File: src/rtl/parking_lot_monitor_if.sv
// ---------------------------------------------------------------------------
// parking_lot_monitor_if
// Bundles the sensor inputs and occupancy outputs of parking_lot_monitor.
//   a, b     : per-lane outer/inner photo-sensor levels (1 = beam blocked)
//   clr_err  : synchronous clear of the sticky error bits
//   enter    : per-lane 1-cycle pulse on a completed entry
//   exit     : per-lane 1-cycle pulse on a completed exit
//   count    : current occupancy
//   full     : count == CAPACITY
//   empty    : count == 0
//   err      : sticky, [0] entry refused at capacity, [1] exit at zero
// Modports: master = sensor/controller side, slave = monitor side.
// ---------------------------------------------------------------------------
interface parking_lot_monitor_if #(
  parameter int N_LANES = 2,
  parameter int CNT_W   = 8
);
  logic [N_LANES-1:0] a;
  logic [N_LANES-1:0] b;
  logic               clr_err;
  logic [N_LANES-1:0] enter;
  logic [N_LANES-1:0] exit;
  logic [CNT_W-1:0]   count;
  logic               full;
  logic               empty;
  logic [1:0]         err;

  modport master (
    output a, b, clr_err,
    input  enter, exit, count, full, empty, err
  );

  modport slave (
    input  a, b, clr_err,
    output enter, exit, count, full, empty, err
  );
endinterface

File: src/rtl/parking_lot_monitor.sv
// ---------------------------------------------------------------------------
// parking_lot_monitor
// Multi-lane parking gate monitor. Each lane has an outer (a) and inner (b)
// photo-sensor; both are synchronized and debounced, then a per-lane FSM
// recognises complete entry (a, ab, b, none) and exit (b, ab, a, none)
// sequences. A shared saturating occupancy counter tracks the lot.
// Ports:
//   clk    : system clock, rising edge
//   reset  : synchronous, active-high
//   bus    : parking_lot_monitor_if.slave (a, b, clr_err in;
//            enter, exit, count, full, empty, err out)
// ---------------------------------------------------------------------------
module parking_lot_monitor #(
  parameter int N_LANES  = 2,
  parameter int CNT_W    = 8,
  parameter int CAPACITY = 200,
  parameter int DB_CNT   = 4
) (
  input  logic                  clk,
  input  logic                  reset,
  parking_lot_monitor_if.slave  bus
);

  localparam int NS   = 2 * N_LANES;
  localparam int DB_W = (DB_CNT < 2) ? 1 : $clog2(DB_CNT);
  localparam logic [DB_W-1:0] DB_LAST = DB_W'(DB_CNT - 1);
  localparam logic signed [CNT_W+1:0] CAP_S = (CNT_W+2)'(CAPACITY);
  localparam logic [CNT_W-1:0] CAP_U = CNT_W'(CAPACITY);

  localparam logic [2:0] S_IDLE = 3'd0;
  localparam logic [2:0] S_EN1  = 3'd1;
  localparam logic [2:0] S_EN2  = 3'd2;
  localparam logic [2:0] S_EN3  = 3'd3;
  localparam logic [2:0] S_EX1  = 3'd4;
  localparam logic [2:0] S_EX2  = 3'd5;
  localparam logic [2:0] S_EX3  = 3'd6;

  // -------------------------------------------------------------------------
  // Input path: sensors packed as {b, a}; index s < N_LANES is an outer
  // sensor, s >= N_LANES the inner sensor of lane s - N_LANES.
  // -------------------------------------------------------------------------
  logic [NS-1:0]   raw;
  logic [NS-1:0]   sync1;
  logic [NS-1:0]   sync2;
  logic [NS-1:0]   deb;
  logic [DB_W-1:0] db_cnt [NS];

  assign raw = {bus.b, bus.a};

  always_ff @(posedge clk) begin
    if (reset) begin
      sync1 <= '0;
      sync2 <= '0;
    end else begin
      sync1 <= raw;
      sync2 <= sync1;
    end
  end

  // The counter runs only while the synchronized level disagrees with the
  // debounced one; any agreeing cycle restarts it, so a level must differ
  // for DB_CNT consecutive cycles before it is accepted.
  always_ff @(posedge clk) begin
    if (reset) begin
      deb <= '0;
      for (int unsigned s = 0; s < NS; s++) begin
        db_cnt[s] <= '0;
      end
    end else begin
      for (int unsigned s = 0; s < NS; s++) begin
        if (sync2[s] != deb[s]) begin
          if (db_cnt[s] == DB_LAST) begin
            deb[s]    <= sync2[s];
            db_cnt[s] <= '0;
          end else begin
            db_cnt[s] <= db_cnt[s] + DB_W'(1);
          end
        end else begin
          db_cnt[s] <= '0;
        end
      end
    end
  end

  logic [N_LANES-1:0] deb_a;
  logic [N_LANES-1:0] deb_b;

  assign deb_a = deb[N_LANES-1:0];
  assign deb_b = deb[NS-1:N_LANES];

  // -------------------------------------------------------------------------
  // Per-lane direction FSMs
  // -------------------------------------------------------------------------
  logic [2:0]         state    [N_LANES];
  logic [2:0]         state_nx [N_LANES];
  logic [N_LANES-1:0] enter_nx;
  logic [N_LANES-1:0] exit_nx;
  logic [N_LANES-1:0] enter_q;
  logic [N_LANES-1:0] exit_q;

  always_comb begin
    logic [1:0] ab;
    ab       = '0;
    enter_nx = '0;
    exit_nx  = '0;
    for (int unsigned l = 0; l < N_LANES; l++) begin
      state_nx[l] = S_IDLE;
      ab = {deb_a[l], deb_b[l]};
      case (state[l])
        S_IDLE: begin
          // 11 straight from idle has no direction; wait for 00.
          case (ab)
            2'b10:   state_nx[l] = S_EN1;
            2'b01:   state_nx[l] = S_EX1;
            default: state_nx[l] = S_IDLE;
          endcase
        end
        S_EN1: begin
          case (ab)
            2'b11:   state_nx[l] = S_EN2;
            2'b10:   state_nx[l] = S_EN1;
            default: state_nx[l] = S_IDLE;
          endcase
        end
        S_EN2: begin
          case (ab)
            2'b01:   state_nx[l] = S_EN3;
            2'b10:   state_nx[l] = S_EN1;
            2'b11:   state_nx[l] = S_EN2;
            default: state_nx[l] = S_IDLE;
          endcase
        end
        S_EN3: begin
          case (ab)
            2'b00: begin
              state_nx[l] = S_IDLE;
              enter_nx[l] = 1'b1;
            end
            2'b11:   state_nx[l] = S_EN2;
            2'b01:   state_nx[l] = S_EN3;
            default: state_nx[l] = S_IDLE;
          endcase
        end
        S_EX1: begin
          case (ab)
            2'b11:   state_nx[l] = S_EX2;
            2'b01:   state_nx[l] = S_EX1;
            default: state_nx[l] = S_IDLE;
          endcase
        end
        S_EX2: begin
          case (ab)
            2'b10:   state_nx[l] = S_EX3;
            2'b01:   state_nx[l] = S_EX1;
            2'b11:   state_nx[l] = S_EX2;
            default: state_nx[l] = S_IDLE;
          endcase
        end
        S_EX3: begin
          case (ab)
            2'b00: begin
              state_nx[l] = S_IDLE;
              exit_nx[l]  = 1'b1;
            end
            2'b11:   state_nx[l] = S_EX2;
            2'b10:   state_nx[l] = S_EX3;
            default: state_nx[l] = S_IDLE;
          endcase
        end
        default: state_nx[l] = S_IDLE;
      endcase
    end
  end

  always_ff @(posedge clk) begin
    if (reset) begin
      enter_q <= '0;
      exit_q  <= '0;
      for (int unsigned l = 0; l < N_LANES; l++) begin
        state[l] <= S_IDLE;
      end
    end else begin
      enter_q <= enter_nx;
      exit_q  <= exit_nx;
      for (int unsigned l = 0; l < N_LANES; l++) begin
        state[l] <= state_nx[l];
      end
    end
  end

  // -------------------------------------------------------------------------
  // Occupancy counter: registered pulses of all lanes net out first, then
  // the sum is clipped to [0, CAPACITY].
  // -------------------------------------------------------------------------
  logic [CNT_W-1:0]        count_q;
  logic [CNT_W-1:0]        count_nx;
  logic [1:0]              err_q;
  logic [1:0]              err_nx;
  logic signed [CNT_W+1:0] n_en;
  logic signed [CNT_W+1:0] n_ex;
  logic signed [CNT_W+1:0] sum;
  logic                    ovf;
  logic                    unf;

  always_comb begin
    n_en = '0;
    n_ex = '0;
    for (int unsigned l = 0; l < N_LANES; l++) begin
      n_en = n_en + (CNT_W+2)'(enter_q[l]);
      n_ex = n_ex + (CNT_W+2)'(exit_q[l]);
    end
    sum      = $signed({2'b00, count_q}) + n_en - n_ex;
    ovf      = 1'b0;
    unf      = 1'b0;
    count_nx = sum[CNT_W-1:0];
    if (sum > CAP_S) begin
      count_nx = CAP_U;
      ovf      = 1'b1;
    end else if (sum < 0) begin
      count_nx = '0;
      unf      = 1'b1;
    end
    // A new error event in the clearing cycle survives the clear.
    err_nx = (bus.clr_err ? 2'b00 : err_q) | {unf, ovf};
  end

  always_ff @(posedge clk) begin
    if (reset) begin
      count_q <= '0;
      err_q   <= '0;
    end else begin
      count_q <= count_nx;
      err_q   <= err_nx;
    end
  end

  assign bus.enter = enter_q;
  assign bus.exit  = exit_q;
  assign bus.count = count_q;
  assign bus.err   = err_q;
  assign bus.full  = (count_q == CAP_U);
  assign bus.empty = (count_q == '0);

endmodule

File: src/flat_wrapper.sv
// flat-port wrapper written by rule: the top's interface ports become plain ports
module parking_lot_monitor_flat 
#(
  parameter int N_LANES  = 2,
  parameter int CNT_W    = 8,
  parameter int CAPACITY = 200,
  parameter int DB_CNT   = 4
)
  (clk, reset, bus_a, bus_b, bus_clr_err, bus_enter, bus_exit, bus_count, bus_full, bus_empty, bus_err);
  parking_lot_monitor_if #(.N_LANES(N_LANES), .CNT_W(CNT_W)) bus_i ();
  input  logic clk;
  input  logic reset;
  input wire logic [$bits(bus_i.a)-1:0] bus_a;
  input wire logic [$bits(bus_i.b)-1:0] bus_b;
  input wire logic [$bits(bus_i.clr_err)-1:0] bus_clr_err;
  output wire logic [$bits(bus_i.enter)-1:0] bus_enter;
  output wire logic [$bits(bus_i.exit)-1:0] bus_exit;
  output wire logic [$bits(bus_i.count)-1:0] bus_count;
  output wire logic [$bits(bus_i.full)-1:0] bus_full;
  output wire logic [$bits(bus_i.empty)-1:0] bus_empty;
  output wire logic [$bits(bus_i.err)-1:0] bus_err;
  assign bus_i.a = bus_a;
  assign bus_i.b = bus_b;
  assign bus_i.clr_err = bus_clr_err;
  assign bus_enter = bus_i.enter;
  assign bus_exit = bus_i.exit;
  assign bus_count = bus_i.count;
  assign bus_full = bus_i.full;
  assign bus_empty = bus_i.empty;
  assign bus_err = bus_i.err;
  parking_lot_monitor #(.N_LANES(N_LANES), .CNT_W(CNT_W), .CAPACITY(CAPACITY), .DB_CNT(DB_CNT)) u_core (.clk(clk), .reset(reset), .bus(bus_i));
endmodule
File: config.mk
export PLATFORM = sky130hd
export DESIGN_NAME = parking_lot_monitor_flat
export DESIGN_NICKNAME = d
export VERILOG_FILES = /design/src/rtl/parking_lot_monitor_if.sv /design/src/rtl/parking_lot_monitor.sv /design/src/flat_wrapper.sv
export SDC_FILE = /design/constraint.sdc
export NUM_CORES = 1
export LEC_CHECK = 0
export ABC_AREA = 1
export ABC_CLOCK_PERIOD_IN_PS = 5060
export BUFFER_PORTS_ARGS = -buffer_cell sky130_fd_sc_hd__buf_2
export CAP_MARGIN = 20
export CORE_UTILIZATION = 45
export CTS_CLUSTER_DIAMETER = 100
export CTS_CLUSTER_SIZE = 20
export DETAILED_ROUTE_END_ITERATION = 8
export PLACE_DENSITY = 0.73
export SYNTH_ARGS = -nofsm -noshare
export SYNTH_HDL_FRONTEND = slang
export SYNTH_SLANG_ARGS = --single-unit
File: constraint.sdc
create_clock -name clk -period 5.06 [get_ports clk]
set_input_delay 1.265 -clock clk [delete_from_list [all_inputs] [get_ports clk]]
set_output_delay 1.265 -clock clk [all_outputs]
set_load 0.05 [all_outputs]
* After elaboration in Yosys (flattened, before gate mapping)
Memories as Yosys holds them, arrays and structs flattened.
Cells that the tools add are included.
** Storage, ports and cells
- RAM bits :: 14
- Logic and storage cells :: 170
- Register bits :: 26
- ROM bits :: 0
- Bits in latches :: 0
- Memories :: 2
** Memory list
- u_core.db_cnt :: words 4, bits a word 2, read ports 4, clocked after Yosys merged registers in 0, write ports 4, line parking_lot_monitor.sv:46 : logic [DB_W-1:0] db_cnt [NS];
- u_core.state :: words 2, bits a word 3, read ports 2, clocked after Yosys merged registers in 0, write ports 2, line parking_lot_monitor.sv:94 : logic [2:0] state [N_LANES];
** Operators by class
- Multiply operators :: 0
- Reductions and logical operators :: 14
- Divide/modulo/power cells :: 0
- Multiplexer cells :: 85
- Add/sub/neg operators :: 8
- Shift-type cells :: 0
- Equal/unequal tests :: 27
- Bitwise operators :: 19
- Order comparisons :: 2
** Operators by type and width (number)
- 2-to-1 mux 1 bit :: 52
- one-hot mux 3 bit (7 select lines) :: 2
- one-hot mux 3 bit (2 select lines) :: 6
- 2-to-1 mux 2 bit :: 13
- equality test 3 bit (second input constant) :: 6
- one-hot mux 3 bit (3 select lines) :: 2
- equality test 2 bit (second input constant) :: 8
- 2-to-1 mux 8 bit :: 2
- one-hot mux 2 bit (2 select lines) :: 4
- bitwise OR 1 bit :: 14
- equality test 3 x 2 -> 1 bit (second input constant) :: 4
- one-hot mux 2 bit (3 select lines) :: 2
- adder 9 x 10 -> 10 bit :: 1
- > comparator 10 x 9 -> 1 bit (second input constant) :: 1
- < comparator 10 x 1 -> 1 bit (second input constant) :: 1
- subtractor 10 x 3 -> 10 bit :: 1
- adder 2 x 1 -> 2 bit (second input constant) :: 4
- equality test 8 bit (second input constant) :: 1
- zero test 8 bit :: 1
- AND reduction 2 bit :: 4
- OR reduction 2 bit :: 4
- equality test 3 x 1 -> 1 bit (second input constant) :: 2
- zero test 3 bit :: 2
- 2-to-1 mux 3 bit :: 2
- 7 further kinds :: 16

* Depth between registers and ports, before layout
Gate-level depths: netlist (run 1).
An unclocked memory read counts as a cell.
- Depth after elaboration :: 9
- Gate-level depth with buffers :: 19
- Depth with buffers taken out :: 19

* Least setup slack after synthesis (run 1)
OpenSTA, ideal clock, no wires.
- Kind :: register to output
- Start point :: reg u_core.count_q[6], in the netlist u_core.bus.count[6]
- End point :: out bus_full
- Cell stages (with the launch flop) :: 4
- Setup slack :: 2197 ps
- Data arrival time :: 1598 ps
- Buffers on the path :: 0
- Cells stage by stage :: dfxtp_1 > ha_1 > nand3_1 > nor2_1
** On the way
- Word-level cells in the longest chain between the ends :: 1
** Ends and longest elaborated chain
- start, declared :: line parking_lot_monitor.sv:195 : logic [CNT_W-1:0] count_q;
- start signal, assigned :: line parking_lot_monitor.sv:232 : count_q <= count_nx;
- equality test 8 bit :: line parking_lot_monitor.sv:241 : assign bus.full = (count_q == CAP_U);
- end, declared :: line flat_wrapper.sv:19 : output wire logic [$bits(bus_i.full)-1:0] bus_full;
Every way passes these cells.

* Worst setup path in the final report (run 1)
- Start point :: reg u_core.count_q[7], in the netlist u_core.bus.count[7]
- End point :: out bus_empty
** On the way
- Word-level cells in the longest chain between the ends :: 1
** Ends and longest elaborated chain
- zero test 8 bit :: line parking_lot_monitor.sv:242 : assign bus.empty = (count_q == '0);
- end, declared :: line flat_wrapper.sv:20 : output wire logic [$bits(bus_i.empty)-1:0] bus_empty;
Every way passes these cells.

==> metrics.json, run 1 <==
{
  "run_status": {
    "status": "finished clean"
  },
  "drt": {
    "avgViaCountPerCell": 4.761,
    "topRoutingLayerUsed": "met4",
    "drt_drc_violations_left": 0,
    "vias": 1971,
    "met3_length_um": 136,
    "m1_wire_length_um": 1922,
    "drt-pass1-iter-count": 4,
    "detailroute.wirelength.met2_um": 2142,
    "post_drt_wl_per_cell_um": 10.26,
    "wl_um": 4248,
    "drtIter0Drc": 81,
    "drt.antenna.violating_nets": 0
  },
  "synth": {
    "synth_commonest_cells": "67 x sky130_fd_sc_hd__inv_1, 44 x sky130_fd_sc_hd__nand2_1, 35 x sky130_fd_sc_hd__ha_1",
    "post_synth_and_or_nand_nor_area_fraction": 0.2331,
    "synth_largest_area_cell": "sky130_fd_sc_hd__dfxtp_1",
    "post_synth_fa_ha_maj_area_fraction": 0.1953,
    "yosysTopAreaCellShare": 0.2618,
    "synthesis.yosys.warnings": 0,
    "synthesis.instances": 312,
    "synth_top_family_by_area": "simple AND/OR/NAND/NOR gates",
    "cell_types_occupying_the_most_area_after_synthesis": "sky130_fd_sc_hd__dfxtp_1 26%, sky130_fd_sc_hd__ha_1 18%, sky130_fd_sc_hd__inv_1 10%, sky130_fd_sc_hd__edfxtp_1 9.8%, sky130_fd_sc_hd__nand2_1 6.7%",
    "synth.ff_latch_count": 40,
    "synth_top_flop_cell": "sky130_fd_sc_hd__dfxtp_1",
    "async_reset_ff_frac": 0,
    "synth.mux.area_fraction": 0,
    "syn_area_mm2": 0.002447,
    "avgSynthCellArea_um2": 7.844,
    "synth-compound-area-share": 0.09407,
    "synth_cell_types": 32,
    "synth-edff-count": 8,
    "synthMostInstantiatedCell": "sky130_fd_sc_hd__inv_1",
    "yosysSeqAreaShare": 0.3599,
    "synth_xor_area_frac": 0
  },
  "global_routing": {
    "grt_util_all_layers": 0.1744,
    "first_global_vias": 1929,
    "antenna_found_initial": 0,
    "residual_overflow_from_global_routing": 0,
    "grt_pass1_wl_um": 7590,
    "grt_max_degree": 19
  },
  "worst_setup_path": {
    "arrival_ns": 1.38,
    "cp_data_required_time_ns": 3.80,
    "timing.reg2reg.setup_slack_ns": 2.52,
    "cp-end-kind": "output port",
    "critical_path_class": "reg2out",
    "timing.critical_path.fanout_max": 5,
    "startpoint_type": "register"
  },
  "layout": {
    "syn_to_final_growth_pct": 12.99,
    "num_antenna_cells": 0,
    "drive_gt1_frac": 0.1424,
    "fin_nets": 387
  },
  "clock_tree": {
    "cts_max_path_buffers": 2,
    "cts_inserted_buffers": 5,
    "cts_root_buf": "sky130_fd_sc_hd__clkbuf_8",
    "clock-sinks": 40,
    "ctsResizeCount": 0,
    "clock_latency_ns": 0.29,
    "cts_setup_buffers": 0,
    "cts.clk_slew.worst_paths_ns": 0.08,
    "cts_tree": "yes",
    "post_cts_hold_buffer_count": 0,
    "ctsHtreeMaxLevel": 2
  },
  "power_and_ir_drop": {
    "powerDensity_mw_per_mm2": 517.7,
    "p_leak_uw": 0.001387,
    "vdd.ir_drop.worst_mv": 0.3262
  },
  "sta": {
    "finalHoldViolations": 0,
    "setup-tns-final_ns": 0,
    "fin_crit_share": 0.5225,
    "count_of_final_max_slew_check_failures": 0,
    "final.setup_skew_ns": 0.005437,
    "highest_clock_rate_mhz": 378.2,
    "hold-worst-slack_ns": 0.4094,
    "min_period_ns": 2.644,
    "rsz0062_at_grt": "false",
    "setup-violations-final": 0
  },
  "place": {
    "number_of_input_and_output_port_buffers_inserted": 22,
    "place_hpwl_um": 3467,
    "gp_congestion": 0.7927
  },
  "floorplanning": {
    "rows": 26,
    "die_w_um": 75.75,
    "floorplan.initialDensity": 0.4731,
    "die_area_mm2": 0.005737,
    "core_mm2": 0.005172,
    "die_h_um": 75.75,
    "floorplan.io_pins": 23
  },
  "job": {
    "maxCapViolCount": 0
  },
  "worst_hold_path": {
    "worstHoldPathType": "reg2reg"
  }
}
worst max-delay path: stages (launching register included):
cell                      delay, ns
sky130_fd_sc_hd__dfxtp_1       0.33
sky130_fd_sc_hd__inv_1         0.15
sky130_fd_sc_hd__ha_1          0.19
sky130_fd_sc_hd__nand3_1       0.08
sky130_fd_sc_hd__nor2_1        0.08
sky130_fd_sc_hd__buf_2         0.26
layout make-up:
type | instances | area, um^2
Sequential cell | 40 | 880.8
Fill cell | 485 | 2407
Inverter | 70 | 262.8
Multi-Input combinational cell | 204 | 1309
Tap cell | 70 | 87.58
Clock inverter | 3 | 46.29
Timing Repair Buffer | 22 | 110.1
Clock buffer | 5 | 68.82
cell families (layout without fill, tap and decap cells):
kind of cell               after synthesis  count (layout)
adders and majority gates               37              37
AOI/OAI and AO/OA                       36              36
and+or+nand+nor                        123             123
other                                    1               8
buffers and inverters                   75             100
DFF                                     40              40
routing by layer:
| metal | vias up | GRT usage |
|---|---|---|
| met2 | 30 | 0.3225 |
| met1 | 897 | 0.1883 |
| li1 | 1040 | - |
| met4 | 0 | 0.07613 |
| met3 | 4 | 0.04101 |
| met5 | - | 0 |
state kept, by name, summed over array words and instances, names as in the netlist:
| name | cells |
|---|---|
| u_core.bus.count | 8 |
| u_core.bus.enter | 2 |
| u_core.bus.err | 2 |
| u_core.bus.exit | 2 |
| u_core.db_cnt | 8 |
| u_core.deb | 4 |
| u_core.state | 6 |
| u_core.sync1 | 4 |
| u_core.sync2 | 4 |
per-stage QoR:
step / setup WS (ns) / std cells / utilization / instance area [um^2] / total power, uW
2_1_floorplan: 2.197 / 319 / - / 2474 / 1035
3_3_place_gp: 2.578 / 406 / 0.5123 / 2650 / 1157
5_1_grt: 2.285 / 414 / 0.5346 / 2765 / 1558
3_5_place_dp: 2.536 / 406 / 0.5123 / 2650 / 1176
4_1_cts: 2.402 / 414 / 0.5346 / 2765 / 1446
6_report: 2.416 / 414 / 0.5346 / 2765 / 1432
worst paths after layout:
path | start | to | depth (start not counted)
setup reg to reg | u_core.bus.exit[0]$_SDFF_PP0_ | u_core.bus.count[4]$_SDFF_PP0_ | 15
setup / recovery | u_core.bus.count[7]$_SDFF_PP0_ | bus_empty | 5
hold / removal | u_core.sync1[1]$_SDFF_PP0_ | u_core.sync2[1]$_SDFF_PP0_ | 2
hold reg to reg | u_core.sync1[1]$_SDFF_PP0_ | u_core.sync2[1]$_SDFF_PP0_ | 2
layout by cell type, fill, tap and decap left out, drive strengths merged, types with 4 or more instances in the layout:
cell	count
buf	22
edfxtp	8
nor2	37
a21oi	17
o211ai	4
nand3	26
clkbuf	5
inv	70
nor3	7
ha	35
nand2	50
o21ai	4
dfxtp	32
conb	8
power by group:
part	total, uW	internal (uW)	switching (uW)
Combinational	774	241	533
Sequential	391	363	28.0
Clock	266	149	118
(Power assumes the default switching activity.)
==> run 2: changes to the inputs <==
--- a/config.mk
+++ b/config.mk
@@ -6,14 +6,14 @@
 export NUM_CORES = 1
 export LEC_CHECK = 0
 export ABC_AREA = 1
-export ABC_CLOCK_PERIOD_IN_PS = 5060
+export ABC_CLOCK_PERIOD_IN_PS = 2180
 export BUFFER_PORTS_ARGS = -buffer_cell sky130_fd_sc_hd__buf_2
 export CAP_MARGIN = 20
 export CORE_UTILIZATION = 45
 export CTS_CLUSTER_DIAMETER = 100
 export CTS_CLUSTER_SIZE = 20
 export DETAILED_ROUTE_END_ITERATION = 8
-export PLACE_DENSITY = 0.73
+export PLACE_DENSITY = 0.76
 export SYNTH_ARGS = -nofsm -noshare
 export SYNTH_HDL_FRONTEND = slang
 export SYNTH_SLANG_ARGS = --single-unit
==> constraint.sdc (replaced) <==
create_clock -name clk -period 2.18 [get_ports clk]
set_input_delay 0.545 -clock clk [delete_from_list [all_inputs] [get_ports clk]]
set_output_delay 0.545 -clock clk [all_outputs]
set_load 0.05 [all_outputs]
==> metrics.json, run 2 (synthesis gave the netlist of run 1 again) <==
{
  "run_status": {
    "status": "finished, violations left",
    "failed_checks": "negative setup slack"
  },
  "floorplanning": {
    "die_area": {"value": 0.005737, "unit": "mm^2", "change": "unchanged"},
    "floorplan.io_pins": {"value": 23, "change": "unchanged"},
    "floorplan.initialDensity": {"value": 0.4731, "change": "unchanged"},
    "core": {"value": 0.005172, "unit": "mm^2", "change": "unchanged"},
    "die_h": {"value": 75.75, "unit": "um", "change": "unchanged"},
    "rows": {"value": 26, "change": "unchanged"},
    "die_w": {"value": 75.75, "unit": "um", "change": "unchanged"}
  },
  "layout": {
    "num_antenna_cells": {"value": 0, "change": "unchanged"},
    "fillCellCount": {"value": 468, "change": "-3.5%"},
    "drive_gt1_frac": {"value": 0.2528, "change": "+0.1103"},
    "syn_to_final_growth_pct": 23.82,
    "final_common_cell": "sky130_fd_sc_hd__inv_1",
    "final_cell_mix": "61 x sky130_fd_sc_hd__inv_1, 42 x sky130_fd_sc_hd__nand2_1, 30 x sky130_fd_sc_hd__ha_1",
    "fin_nets": {"value": 403, "change": "+4.1%"}
  },
  "global_routing": {
    "antenna_found_initial": {"value": 0, "change": "unchanged"},
    "first_global_vias": {"value": 1934, "change": "+0.26%"},
    "grt_max_degree": {"value": 18, "change": "-1"},
    "residual_overflow_from_global_routing": {"value": 0, "change": "unchanged"},
    "grt_pass1_wl": {"value": 7603, "unit": "um", "change": "+0.17%"},
    "grt_util_all_layers": {"value": 0.1766, "change": "+0.002134"}
  },
  "place": {
    "place_hpwl": {"value": 3472, "unit": "um", "change": "+0.14%"},
    "number_of_input_and_output_port_buffers_inserted": {"value": 22, "change": "unchanged"},
    "gp_congestion": {"value": 0.8064, "change": "+1.7%"}
  },
  "clock_tree": {
    "cts.clk_slew.worst_paths": {"value": 0.08, "unit": "ns", "change": "about the same"},
    "cts_inserted_buffers": {"value": 5, "change": "unchanged"},
    "cts_root_buf": "sky130_fd_sc_hd__clkbuf_8",
    "clock_latency": {"value": 0.29, "unit": "ns", "change": "about the same"},
    "cts_max_path_buffers": {"value": 2, "change": "unchanged"},
    "clock-sinks": {"value": 40, "change": "unchanged"},
    "cts_tree": "yes",
    "post_cts_hold_buffer_count": {"value": 0, "change": "unchanged"},
    "ctsHtreeMaxLevel": {"value": 2, "change": "unchanged"}
  },
  "sta": {
    "postLayoutSetupSlackWorst": {"value": -0.2140, "unit": "ns", "change": "-2.630 ns"},
    "fin_crit_share": 1.098,
    "hold-worst-slack": {"value": 0.4046, "unit": "ns", "change": "-0.004824 ns"},
    "count_of_final_max_slew_check_failures": {"value": 0, "change": "unchanged"},
    "setup-violations-final": {"value": 9, "change": "+9"},
    "min_period_ns": 2.394,
    "highest_clock_rate_mhz": 417.7,
    "final.setup_skew": {"value": 0.005206, "unit": "ns", "change": "-0.0002309 ns"},
    "rsz0062_at_grt": "true",
    "finalHoldViolations": {"value": 0, "change": "unchanged"}
  },
  "worst_setup_path": {
    "critical_path.top_delay_family": "adder cells",
    "crit_path_cell_trace": "ha_4 -> ha_4 -> inv_2 -> ha_4 -> inv_2 -> fa_2 -> inv_2 -> nand2_2 -> nand2_4 -> nand4_1 -> nand3_1 -> nand2_2 -> nor2_4 -> nand3_4 -> nor2_2",
    "cp_data_required_time": {"value": 2.41, "unit": "ns", "change": "-1.39 ns"},
    "critical_path_class": "reg2reg",
    "timing.critical_path.fanout_max": {"value": 5, "change": "unchanged"},
    "worst-path-buf-inv": {"value": 3, "change": "+1"},
    "arrival": {"value": 2.63, "unit": "ns", "change": "+1.25 ns"},
    "cp-end-kind": "register",
    "startpoint_type": "register",
    "cp_slowest_stage_delay": {"value": 0.36, "unit": "ns", "change": "+0.03 ns"},
    "worst_path_max_delay_cell": "sky130_fd_sc_hd__fa_2"
  },
  "worst_hold_path": {
    "worstHoldPathType": "reg2reg"
  },
  "drt": {
    "drt_drc_violations_left": {"value": 0, "change": "unchanged"},
    "post_drt_wl_per_cell": {"value": 10.42, "unit": "um", "change": "+1.6%"},
    "drt.antenna.violating_nets": {"value": 0, "change": "unchanged"},
    "wl": {"value": 4481, "unit": "um", "change": "+5.5%"},
    "vias": {"value": 2048, "change": "+3.9%"},
    "drt-pass1-iter-count": {"value": 4, "change": "unchanged"},
    "drtIter0Drc": {"value": 49, "change": "-40%"},
    "avgViaCountPerCell": {"value": 4.763, "change": "about the same"}
  },
  "power_and_ir_drop": {
    "vdd.ir_drop.worst": {"value": 0.7202, "unit": "mV", "change": "+120%"},
    "total_power": {"value": 3723, "unit": "uW", "change": "+160%"},
    "powerDensity": {"value": 1229, "unit": "mW/mm^2", "change": "+140%"},
    "p_leak": {"value": 0.001460, "unit": "uW", "change": "+5.3%"}
  },
  "job": {
    "maxCapViolCount": {"value": 0, "change": "unchanged"}
  }
}
## run 2: path summary, 6_finish.rpt
| path | start | to | slack (ns) | cells after the start |
|---|---|---|---|---|
| worst min register to register | u_core.sync1[2]$_SDFF_PP0_ | u_core.sync2[2]$_SDFF_PP0_ | 0.40 | 2 |
| worst max register to register | u_core.bus.exit[1]$_SDFF_PP0_ | u_core.bus.count[1]$_SDFF_PP0_ | -0.21 | 15 |
| worst min-delay path | u_core.sync1[2]$_SDFF_PP0_ | u_core.sync2[2]$_SDFF_PP0_ | 0.40 | 2 |
| worst max-delay path | u_core.bus.exit[1]$_SDFF_PP0_ | u_core.bus.count[1]$_SDFF_PP0_ | -0.21 | 15 |
## run 2: metal layers
layer | part of all wire | wire (um) | GRT usage
met1 | 0.44 | 1954 | 0.1831
met2 | 0.51 | 2279 | 0.3402
met3 | 0.035 | 159 | 0.03307
met4 | 0.020 | 89 | 0.08025
met5 | 0 | 0 | 0
## run 2: metrics by stage
step           setup TNS, ns    util  std cells  cell area (um^2)  worst slack (ns)
2_1_floorplan         -1.566       -        319              2540           -0.2075
3_3_place_gp          -1.413  0.5455        420              2821           -0.1836
3_5_place_dp          -2.055  0.5455        420              2821           -0.2583
4_1_cts               -1.661  0.5752        429              2975           -0.2227
5_1_grt               -2.653  0.5859        430              3030           -0.3315
6_report              -1.586  0.5859        430              3030           -0.2140
## run 2: report_power, final
part           switching, uW  internal [uW]
Sequential              65.2            837
Clock                    261            339
Combinational           1370            856
## run 2: cell type report
cell class | instances | area (um^2) | share of cell area
Clock inverter | 3 | 42.54 | 0.01404
Inverter | 70 | 262.8 | 0.08671
Sequential cell | 40 | 900.9 | 0.2973
Clock buffer | 5 | 68.82 | 0.02271
Timing Repair Buffer | 38 | 234.0 | 0.07721
Multi-Input combinational cell | 204 | 1434 | 0.4732
Tap cell | 70 | 87.58 | 0.02890
## run 2: worst reg2reg max path, stage by stage (launching register included)
cell	delay, ns
sky130_fd_sc_hd__dfxtp_4	0.35
sky130_fd_sc_hd__ha_4	0.27
sky130_fd_sc_hd__ha_4	0.19
sky130_fd_sc_hd__inv_2	0.06
sky130_fd_sc_hd__ha_4	0.13
sky130_fd_sc_hd__inv_2	0.04
sky130_fd_sc_hd__fa_2	0.36
sky130_fd_sc_hd__inv_2	0.07
sky130_fd_sc_hd__nand2_2	0.07
sky130_fd_sc_hd__nand2_4	0.09
sky130_fd_sc_hd__nand4_1	0.11
sky130_fd_sc_hd__nand3_1	0.13
sky130_fd_sc_hd__nand2_2	0.07
sky130_fd_sc_hd__nor2_4	0.15
sky130_fd_sc_hd__nand3_4	0.14
sky130_fd_sc_hd__nor2_2	0.13
## run 2: what timing repair did
item                                    in CTS  in global routing
pin swaps                                   19                 10
buffers inserted                             1                  1
endpoints found under the setup margin      10                 10
resized for setup                            6                 13
cloned                                       0                  0
